--- src/rtl/mem_port_arbiter.sv ---
// Arbiter for the shared 64-bit memory port between the fetch and load/store paths.
// One transaction at a time: IDLE -> ACCESS (MEM_LAT cycles) -> RESP -> IDLE.
// Data normally wins arbitration. A saturating starvation counter lets a pending
// fetch override data priority once it has waited MAX_WAIT edges.
//
// state     | meaning
// ST_IDLE   | no transaction; arbitrate on any request
// ST_ACCESS | address (and write strobe) on the memory port, latency countdown
// ST_RESP   | one-cycle response pulse to the owning requester
module mem_port_arbiter #(
  parameter int MEM_LAT  = 1,
  parameter int MAX_WAIT = 4
) (
  input  logic        clock,
  input  logic        reset,
  input  logic        if_req,
  input  logic [31:0] if_addr,
  output logic        if_gnt,
  output logic        if_rvalid,
  output logic [31:0] if_rdata,
  input  logic        dm_req,
  input  logic        dm_we,
  input  logic [63:0] dm_addr,
  input  logic [63:0] dm_wdata,
  output logic        dm_gnt,
  output logic        dm_rvalid,
  output logic [63:0] dm_rdata,
  output logic [63:0] mem_addr,
  output logic [63:0] mem_wdata,
  output logic        mem_wr,
  input  logic [63:0] mem_rdata,
  output logic        busy
);

  localparam logic [1:0] ST_IDLE   = 2'd0;
  localparam logic [1:0] ST_ACCESS = 2'd1;
  localparam logic [1:0] ST_RESP   = 2'd2;

  localparam logic [3:0] LAT_INIT = 4'(MEM_LAT - 1);
  localparam logic [3:0] WAIT_LIM = 4'(MAX_WAIT);

  logic [1:0]  state_q, state_d;
  logic [3:0]  lat_cnt_q, lat_cnt_d;
  logic [3:0]  starve_cnt_q, starve_cnt_d;
  logic        owner_if_q, owner_if_d;
  logic        store_q, store_d;
  logic        if_gnt_q, if_gnt_d;
  logic        dm_gnt_q, dm_gnt_d;
  logic        if_rvalid_q, if_rvalid_d;
  logic        dm_rvalid_q, dm_rvalid_d;
  logic [31:0] if_rdata_q, if_rdata_d;
  logic [63:0] dm_rdata_q, dm_rdata_d;
  logic [63:0] mem_addr_q, mem_addr_d;
  logic [63:0] mem_wdata_q, mem_wdata_d;
  logic        mem_wr_q, mem_wr_d;
  logic        busy_q, busy_d;
  logic        fetch_wins;

  // Arbitration outcome, only meaningful while IDLE
  always_comb begin
    fetch_wins = if_req && (!dm_req || (starve_cnt_q >= WAIT_LIM));
  end

  // Next-state and registered-output computation
  always_comb begin
    state_d     = state_q;
    lat_cnt_d   = lat_cnt_q;
    owner_if_d  = owner_if_q;
    store_d     = store_q;
    if_gnt_d    = 1'b0;
    dm_gnt_d    = 1'b0;
    if_rvalid_d = 1'b0;
    dm_rvalid_d = 1'b0;
    if_rdata_d  = if_rdata_q;
    dm_rdata_d  = dm_rdata_q;
    mem_addr_d  = mem_addr_q;
    mem_wdata_d = mem_wdata_q;
    mem_wr_d    = 1'b0;
    busy_d      = busy_q;

    case (state_q)
      ST_IDLE: begin
        if (if_req || dm_req) begin
          state_d   = ST_ACCESS;
          lat_cnt_d = LAT_INIT;
          busy_d    = 1'b1;
          if (fetch_wins) begin
            owner_if_d  = 1'b1;
            store_d     = 1'b0;
            mem_addr_d  = {32'h0, if_addr};
            mem_wdata_d = 64'h0;
            if_gnt_d    = 1'b1;
          end else begin
            owner_if_d  = 1'b0;
            store_d     = dm_we;
            mem_addr_d  = dm_addr;
            mem_wdata_d = dm_we ? dm_wdata : 64'h0;
            mem_wr_d    = dm_we;
            dm_gnt_d    = 1'b1;
          end
        end
      end
      ST_ACCESS: begin
        if (lat_cnt_q == 4'd0) begin
          state_d     = ST_RESP;
          mem_addr_d  = 64'h0;
          mem_wdata_d = 64'h0;
          if (owner_if_q) begin
            if_rvalid_d = 1'b1;
            if_rdata_d  = mem_rdata[31:0];
          end else begin
            dm_rvalid_d = 1'b1;
            if (!store_q) begin
              dm_rdata_d = mem_rdata;
            end
          end
        end else begin
          lat_cnt_d = lat_cnt_q - 4'd1;
        end
      end
      ST_RESP: begin
        state_d = ST_IDLE;
        busy_d  = 1'b0;
      end
      default: begin
        state_d     = ST_IDLE;
        busy_d      = 1'b0;
        mem_addr_d  = 64'h0;
        mem_wdata_d = 64'h0;
      end
    endcase
  end

  // Starvation counter: counts edges a pending fetch goes ungranted, saturating at 15
  always_comb begin
    starve_cnt_d = starve_cnt_q;
    if (!if_req) begin
      starve_cnt_d = 4'd0;
    end else if ((state_q == ST_IDLE) && fetch_wins) begin
      starve_cnt_d = 4'd0;
    end else if (starve_cnt_q != 4'd15) begin
      starve_cnt_d = starve_cnt_q + 4'd1;
    end
  end

  // State and output registers; reset drops any transaction in flight
  always_ff @(posedge clock or posedge reset) begin
    if (reset) begin
      state_q      <= ST_IDLE;
      lat_cnt_q    <= 4'd0;
      starve_cnt_q <= 4'd0;
      owner_if_q   <= 1'b0;
      store_q      <= 1'b0;
      if_gnt_q     <= 1'b0;
      dm_gnt_q     <= 1'b0;
      if_rvalid_q  <= 1'b0;
      dm_rvalid_q  <= 1'b0;
      if_rdata_q   <= 32'h0;
      dm_rdata_q   <= 64'h0;
      mem_addr_q   <= 64'h0;
      mem_wdata_q  <= 64'h0;
      mem_wr_q     <= 1'b0;
      busy_q       <= 1'b0;
    end else begin
      state_q      <= state_d;
      lat_cnt_q    <= lat_cnt_d;
      starve_cnt_q <= starve_cnt_d;
      owner_if_q   <= owner_if_d;
      store_q      <= store_d;
      if_gnt_q     <= if_gnt_d;
      dm_gnt_q     <= dm_gnt_d;
      if_rvalid_q  <= if_rvalid_d;
      dm_rvalid_q  <= dm_rvalid_d;
      if_rdata_q   <= if_rdata_d;
      dm_rdata_q   <= dm_rdata_d;
      mem_addr_q   <= mem_addr_d;
      mem_wdata_q  <= mem_wdata_d;
      mem_wr_q     <= mem_wr_d;
      busy_q       <= busy_d;
    end
  end

  assign if_gnt    = if_gnt_q;
  assign dm_gnt    = dm_gnt_q;
  assign if_rvalid = if_rvalid_q;
  assign dm_rvalid = dm_rvalid_q;
  assign if_rdata  = if_rdata_q;
  assign dm_rdata  = dm_rdata_q;
  assign mem_addr  = mem_addr_q;
  assign mem_wdata = mem_wdata_q;
  assign mem_wr    = mem_wr_q;
  assign busy      = busy_q;

endmodule

--- config.mk ---
export PLATFORM = sky130hd
export DESIGN_NAME = mem_port_arbiter
export DESIGN_NICKNAME = d
export VERILOG_FILES = /design/src/rtl/mem_port_arbiter.sv
export SDC_FILE = /design/constraint.sdc
export NUM_CORES = 1
export LEC_CHECK = 0
export ABC_AREA = 1
export CORE_AREA = 4 4 178 180
export DETAILED_ROUTE_END_ITERATION = 7
export DIE_AREA = 0 0 182 184
export PLACE_DENSITY = 0.66
export SLEW_MARGIN = 40
export SYNTH_ARGS = -nofsm -noshare
export SYNTH_HDL_FRONTEND = slang
export SYNTH_SLANG_ARGS = --single-unit
--- constraint.sdc ---
create_clock -name clock -period 8.5 [get_ports clock]
set_input_delay 0.85 -clock clock [delete_from_list [all_inputs] [get_ports clock]]
set_output_delay 0.85 -clock clock [all_outputs]
set_load 0.02 [all_outputs]
Yosys cells after proc, flatten, opt, wreduce, memory -nomap -nowiden
Index checks and enable logic that the tools add are counted.
Widths: inputs -> output; s select.
Storage, ports and cells
  output and inout port bits: 230
  latch bits: 0
  RAM bits: 0
  input port bits: 229
  ROM bits: 0
  memories kept: 0
  bits in registers: 242
Operators by class
  $mul: 0
  shift operators: 0
  reductions and logical operators: 15
  equal/unequal tests: 7
  $lt $le $gt $ge: 1
  mux-type cells: 34
  add/sub/neg operators: 2
  bitwise logic cells: 4
  div/mod/pow operators: 0
Operator list (number)
  $mux 64: 6
  $pmux 64 s3: 2
  $mux 4: 5
  $mux 1: 16
  $reduce_and 3->1: 3
  $pmux 4 s2: 1
  $ne 2x2->1 const B: 3
  $reduce_and 2->1: 3
  $add 4x1->4 const B: 1
  $ge 4x3->1 const B: 1
  $logic_not 4->1: 1
  $mux 2: 2
  $ne 4x4->1 const B: 1
  $not 1->1: 4
  $pmux 2 s2: 1
  $reduce_and 4->1: 1
  $sub 4x1->4 const B: 1
  $ne 3x1->1 const B: 1
  $eq 2x1->1 const B: 1
  $eq 2x2->1 const B: 1
  $logic_and 1x1->1: 2
  $logic_not 2->1: 1
  $logic_or 1x1->1: 2
  $pmux 1 s2: 1
  other kinds (2): 2

Longest topological paths before layout
Gate-level depths: netlist (run 1).
  word-level depth: 6
  depth in mapped cells: 9
  mapped depth without buffers: 7

Worst setup path after synthesis (run 1)
No wires, ideal clock.
  kind: input port to flip-flop
  start point: in if_req
  end point: reg mem_wdata_q[0] (netlist: mem_wdata[0])
  data required time: 8.367 ns
  library setup time: 0.133 ns
  setup slack: 6.687 ns
  cell stages on the path: 6
  path buffers: 2
  arrival time: 1.680 ns
  path through: buf_4 nor2_2 nor2_4 nand2_1 clkbuf_1 o21ai_0
On the way
  longest elaborated chain between the ends: 4
RTL lines
  start, declared: line 16  | input logic if_req,
  $logic_and 1x1->1: line 61  | fetch_wins = if_req && (!dm_req || (starve_cnt_q >= WAIT_LIM));
  $mux 64: line 87  | if (fetch_wins) begin
  $mux 64: line 83  | if (if_req || dm_req) begin
  $pmux 64 s3: line 81  | case (state_q)
  end signal, assigned: line 177  | mem_wdata_q <= mem_wdata_d;
  end, declared: line 54  | logic [63:0] mem_wdata_q, mem_wdata_d;
Parallel ways exist; a longest one is shown, timed or not. The select of a mux whose other input is x is not followed.
A chain may end at the register's enable or synchronous reset.

Worst setup path after layout (run 1)
  start point: in if_req
  end point: reg mem_addr_q[38] (netlist: mem_addr[38])
On the way
  longest elaborated chain between the ends: 4
RTL lines
  $logic_and 1x1->1: line 61
  $mux 64: line 87
  $mux 64: line 83
  $pmux 64 s3: line 81
  end signal, assigned: line 176  | mem_addr_q <= mem_addr_d;
  end, declared: line 53  | logic [63:0] mem_addr_q, mem_addr_d;
Parallel ways exist; a longest one is shown, timed or not. The select of a mux whose other input is x is not followed.

==> results.yml, run 1 <==
synth:
  seq_area_frac_synth_pct: 61.4
  synth_area_per_cell_um2: 8.83
  synthTopCellsByArea: "dfrtp_1, nand2_1, inv_1, nand3_1, o21ai_0"
  syn_nets: 1348
  yosysTopAreaCell: "dfrtp_1"
  yosysWarnings: 0
  synth_cell_type_count: 25
  netlist.area_leader.share_pct: 61.4
  ys_ff_latch: 242
  syn_area_um2: 9860
  syn_inst: 1116
finish:
  final-instance-count-excl-fill: 1966
  area_growth_pct: 58.4
  diodes: 0
  drive_gt1_share_pct: 4.78
  nets: 1782
sta:
  fin_worst_skew_ns: 0.0100
  period_minus_slack_ns: 3.34
  setup_violations: 0
  timing.final.hold_violations: 0
  relSlewSlack_pct: 49.1
  rsz0062_at_grt: "no"
  setup_tns_ns: 0
  drv_slew: 0
  post-route-period-util_pct: 39.3
  clock.fmax_ghz: 0.300
  timing.final.ws_setup_ns: 5.16
  worst_slew_pin_slew_ns: 0.762
grt:
  grt_start_max_net_pins: 131
  gr-usage-all-layers_pct: 18.1
  grt_pass1_vias: 8843
  grt_pass1_wl_um: 49100
  antenna_found_initial: 0
  grt_overflow: 0
route:
  ant_nets: 0
  num_vias: 8925
  firstDrtPassIters: 5
  wl_per_cell_um: 16.3
  wl_um: 32100
  vias_per_cell: 4.54
  drtIter0Drc: 526
  drc: 0
clock_tree:
  clock_sinks: 242
  cts_resized: 0
  cts_root_buf: "clkbuf_16"
  post-cts-setup-buffers: 0
  clkTransAtPathRegs_ns: 0.06
  clk-insertion-delay-late_ns: 0.52
  numCtsBuffers: 26
  h-tree-depth: 1
  cts_tree: "yes"
  cts_hold_buf: 0
  clk_path_buf_depth: 3
status:
  status: "finished, final reports clean"
critical_path:
  endpoint_kind: "flip-flop"
  crit_path_start_kind: "input pin"
  slowest_delay_ns: 0.62
  cp.required_ns: 8.96
  crit_fanout: 37
  critPathMostFrequentCell: "nand2_1"
  path_cells: "clkdlybuf4s50_1 > buf_4 > nor2_2 > nor2_4 > nand2_2 > inv_2 > nand2_1 > nand2_1"
  slowest_stage: "nor2_4"
  critical_path_arrival_ns: 3.80
  path_class: "input pin to flip-flop"
floorplan:
  die-area_um2: 33500
  die_height_um: 184
  core-area_um2: 30200
  ios: 459
  num_rows: 64
  start_util_pct: 32.7
  chipWidth_um: 182
placement:
  place_ws_ns: 4.64
  hpwlAfterDp_um: 23200
  place_congestion: 0.863
  placed_cells: 1918
  port_buffers: 458
pwr:
  ir_drop_mv: 0.225
  p_per_area_nw_per_um2: 367
  leakagePower_nw: 7.51
  power_mw: 5.72
flow_run:
  max_cap_violations: 0
worst_hold_path:
  hp-class: "flip-flop to flip-flop"
==> critical path, delay by kind of cell <==
family	cells	cell delay [ns]
simple gates	5	1.48
buf+inv	3	1.42
==> routing by layer <==
layer	wire length [um]	share of wire (%)	GRT usage, %	vias to the layer above
met2	15600	49	30.7	341
li1	-	-	-	4334
met1	13100	41	23.1	4207
met5	0	0	0	-
met4	740	2.3	5.01	0
met3	2650	8.2	4.61	43
==> sequential cells by signal (all words and copies together), names as in the netlist <==
signal,cells
owner_if_q,1
lat_cnt_q,4
if_rdata,32
state_q,2
mem_wdata,64
store_q,1
if_rvalid,1
busy,1
dm_rvalid,1
mem_wr,1
dm_gnt,1
if_gnt,1
dm_rdata,64
starve_cnt_q,4
mem_addr,64
==> placed cells by master (no fill, tap or decap), types with 3 or more instances in the layout <==
| master | synthesis | final |
|---|---|---|
| o21ai_0 | 68 | 68 |
| buf_4 | 3 | 8 |
| clkbuf_16 | 0 | 27 |
| nand2_2 | 4 | 6 |
| o21ai_2 | 3 | 3 |
| inv_2 | 3 | 3 |
| clkbuf_8 | 0 | 6 |
| inv_1 | 96 | 95 |
| clkbuf_1 | 27 | 3 |
| clkdlybuf4s50_1 | 0 | 458 |
| dfrtp_1 | 242 | 242 |
| o21ai_1 | 63 | 63 |
| ha_1 | 3 | 3 |
| nand3_1 | 70 | 70 |
| nand2_1 | 456 | 453 |
| clkinv_2 | 0 | 8 |
| nor2_1 | 13 | 12 |
| nand3b_1 | 21 | 21 |
| nor2_4 | 3 | 3 |
==> final timing paths <==
kind / from / to / slack [ns] / cells past startpoint
min reg2reg: dm_rdata[63]$_DFFE_PP0P_ / dm_rdata[63]$_DFFE_PP0P_ / 0.47 / 2
max: if_req / mem_addr[38]$_DFFE_PP0P_ / 5.16 / 8
max in group asynchronous: reset / mem_wdata[7]$_DFFE_PP0P_ / 6.48 / 3
max reg2reg: starve_cnt_q[2]$_DFFE_PP0P_ / mem_addr[38]$_DFFE_PP0P_ / 5.66 / 8
min: dm_rdata[63]$_DFFE_PP0P_ / dm_rdata[63]$_DFFE_PP0P_ / 0.47 / 2
min in group asynchronous: reset / dm_rdata[20]$_DFFE_PP0P_ / 0.91 / 2
==> stage by stage <==
stage | cell area [um^2] | utilization (%) | hold slack [ns]
final | 15600 | 51.7 | 0.469
after global placement | 14700 | 48.7 | 0.454
after global routing | 15600 | 51.7 | 0.482
after CTS | 15600 | 51.7 | 0.472
after floorplan | 9860 | - | 0.450
after detailed placement | 14700 | 48.8 | 0.457
==> power by group <==
part	internal [mW]	switching (mW)	total [mW]	leakage, nW
clock	0.692	0.463	1.15	0.439
sequential	1.63	0.266	1.90	3.11
combinational	1.13	1.54	2.67	3.95
total	3.46	2.27	5.72	7.51
==> layout make-up <==
| type | count | area, um^2 |
|---|---|---|
| Clock buffer | 36 | 769 |
| Clock inverter | 12 | 115 |
| Fill cell | 2787 | 14600 |
| Inverter | 99 | 384 |
| Multi-Input combinational cell | 713 | 3130 |
| Sequential cell | 242 | 6060 |
| Tap cell | 396 | 495 |
| Timing Repair Buffer | 468 | 4670 |
==> synthesized netlist by cell type <==
cell / instances
nand2_1: 456
dfrtp_1: 242
inv_1: 96
nand3_1: 70
o21ai_0: 68
o21ai_1: 63
clkbuf_1: 27
buf_2: 25
nand3b_1: 21
nor2_1: 13
buf_6: 6
nand2_2: 4
buf_4: 3
ha_1: 3
inv_2: 3
nor2_4: 3
o21ai_2: 3
nand4_1: 2
nor3_1: 2
a21oi_1: 1
clkbuf_2: 1
nand3_2: 1
nor2_2: 1
xnor2_1: 1
xor2_1: 1
==> cells by family after synthesis <==
logic type	after synthesis	synth area share, %
adder cells (fa/ha/maj)	3	0.381
buffers and inverters	161	7.03
AND/OR/NAND/NOR	573	24.0
XOR/XNOR	2	0.178
AO/OA/AOI/OAI	135	6.97
flip-flops	242	61.4
Power figures use the tool's default switching activity.
==> run 2, diff against run 1 <==
Settings changed: CORE_AREA 4 4 178 180 to 4 4 179 181, DIE_AREA 0 0 182 184 to 0 0 183 185, PLACE_DENSITY 0.66 to 0.68.
Clock period 8.5 ns to 2.7 ns, I/O delays scaled along.
==> run 2 against run 1 <==
Register-to-register slack worse by 4.9 ns. Critical endpoint is now mem_wdata[22]$_DFFE_PP0P_. Total power grew to 3.2 times the previous value. Combinational power grew to 3.2 times the previous value. First-iteration DRC count is 8.6% higher. Clock-buffer cell count is 3 higher. Sequential share of layout area is 0.28 points lower. Critical path type is now flip-flop to flip-flop. Critical path depth stayed put. Sequential cell count stayed put. Non-clock buffer count is 11 higher. Clock power grew to 3.1 times the previous value. Hold slack worse by 0.34 ns.
==> results.yml, run 2 (synthesis results as in run 1) <==
clock_tree:
  h-tree-depth: 1
  clk-insertion-delay-late_ns: 0.51
  cts_root_buf: "clkbuf_16"
  post-cts-setup-buffers: 0
  numCtsBuffers: 27
  clkTransAtPathRegs_ns: 0.06
  clk_path_buf_depth: 3
  cts_tree: "yes"
  cts_hold_buf: 0
  cts_resized: 0
  clock_sinks: 242
critical_path:
  cp.required_ns: 3.12
  slowest_delay_ns: 0.43
  critical_path_arrival_ns: 2.32
  critPathTopFamily: "simple AND/OR/NAND/NOR gates"
  slowest_stage: "buf_12"
  path_cells: "inv_1 > ha_1 > nand2_2 > nand2_1 > nand2_4 > buf_12 > nand2_1 > o21ai_0"
  crit_buf_inv: 2
  endpoint_kind: "flip-flop"
  crit_fanout: 128
  critPathMostFrequentCell: "nand2_1"
  path_class: "flip-flop to flip-flop"
  crit_path_start_kind: "flip-flop"
finish:
  layout.cells.most_common: "clkdlybuf4s50_1"
  nets: 1794
  final-instance-count-excl-fill: 1977
  layout_common_cells: "clkdlybuf4s50_1, nand2_1, dfrtp_1"
  area_growth_pct: 59.6
  diodes: 0
  drive_gt1_share_pct: 4.93
floorplan:
  ios: 459
  num_rows: 64
  die_height_um: 185
  chipWidth_um: 183
  core-area_um2: 30400
  die-area_um2: 33900
  start_util_pct: 32.4
route:
  wl_um: 32500
  wl_per_cell_um: 16.4
  firstDrtPassIters: 7
  drc: 0
  num_vias: 9021
  drtIter0Drc: 571
  vias_per_cell: 4.56
  ant_nets: 0
placement:
  place_ws_ns: 0.674
  place_congestion: 0.823
  hpwlAfterDp_um: 23700
  port_buffers: 458
  placed_cells: 1929
sta:
  timing.final.ws_setup_ns: 0.800
  post-route-period-util_pct: 70.4
  clock.fmax_ghz: 0.526
  rsz0062_at_grt: "no"
  fin_worst_skew_ns: 0.00715
  relSlewSlack_pct: 53.8
  setup_violations: 0
  period_minus_slack_ns: 1.90
  drv_slew: 0
  worst_slew_pin_slew_ns: 0.692
  timing.final.hold_violations: 0
grt:
  antenna_found_initial: 0
  grt_start_max_net_pins: 129
  grt_pass1_vias: 9061
  gr-usage-all-layers_pct: 18.2
  grt_pass1_wl_um: 50000
  grt_overflow: 0
flow_run:
  max_cap_violations: 0
pwr:
  ir_drop_mv: 0.728
  p_per_area_nw_per_um2: 1150
  power_mw: 18.0
  leakagePower_nw: 7.56
status:
  status: "finished, final reports clean"
worst_hold_path:
  hp-class: "input pin to asynchronous set/reset pin"
## run 2: worst register-to-register path: cells and delay by family, from the launching register on
family	cells	cell delay, ns
compound gates	1	0.11
fa+ha+maj	1	0.21
buf+inv	2	0.52
flops	1	0.39
simple gates	4	0.59
## run 2: final cells by class
| class | count | area [um^2] |
|---|---|---|
| multi-input combinational | 713 | 3120 |
| sequential | 242 | 6060 |
| tap | 396 | 495 |
| clock buffer | 39 | 741 |
| clock inverter | 9 | 123 |
| inverter | 99 | 375 |
| timing repair buffer | 479 | 4820 |
| fill | 2780 | 14700 |
## run 2: where the power goes
group | internal, mW | switching (mW) | total (mW)
logic | 3.63 | 4.85 | 8.47
registers | 5.14 | 0.838 | 5.98
clock network | 2.18 | 1.40 | 3.58
total | 11.0 | 7.08 | 18.0
## run 2: layer usage
layer	wire length, um	vias up	GRT usage [%]
li1	-	4365	-
met1	13200	4225	23.1
met2	15800	384	31.3
met3	2830	47	4.65
met4	659	0	4.53
met5	0	-	0
## run 2: through the flow
stage | TNS, ns | hold slack (ns) | cell area, um^2 | util [%]
after floorplan | -180.48 | 0.380 | 9860 | -
after global placement | 0 | 0.454 | 14900 | 48.8
after detailed placement | 0 | 0.457 | 14900 | 48.9
after CTS | 0 | 0.112 | 15700 | 51.7
after global routing | 0 | 0.142 | 15700 | 51.7
final | 0 | 0.130 | 15700 | 51.7
## run 2: path summary, 6_finish.rpt
| path | from | to | slack, ns | cells past startpoint |
|---|---|---|---|---|
| min in group clock | dm_addr[62] | mem_addr[62]$_DFFE_PP0P_ | 0.29 | 3 |
| worst min register to register | dm_rdata[36]$_DFFE_PP0P_ | dm_rdata[36]$_DFFE_PP0P_ | 0.47 | 2 |
| worst min-delay path | reset | mem_wdata[52]$_DFFE_PP0P_ | 0.13 | 2 |
| worst max register to register | lat_cnt_q[0]$_DFFE_PP0P_ | mem_wdata[22]$_DFFE_PP0P_ | 0.80 | 8 |
| max in group asynchronous | reset | dm_rdata[19]$_DFFE_PP0P_ | 1.80 | 4 |
| worst max-delay path | lat_cnt_q[0]$_DFFE_PP0P_ | mem_wdata[22]$_DFFE_PP0P_ | 0.80 | 8 |
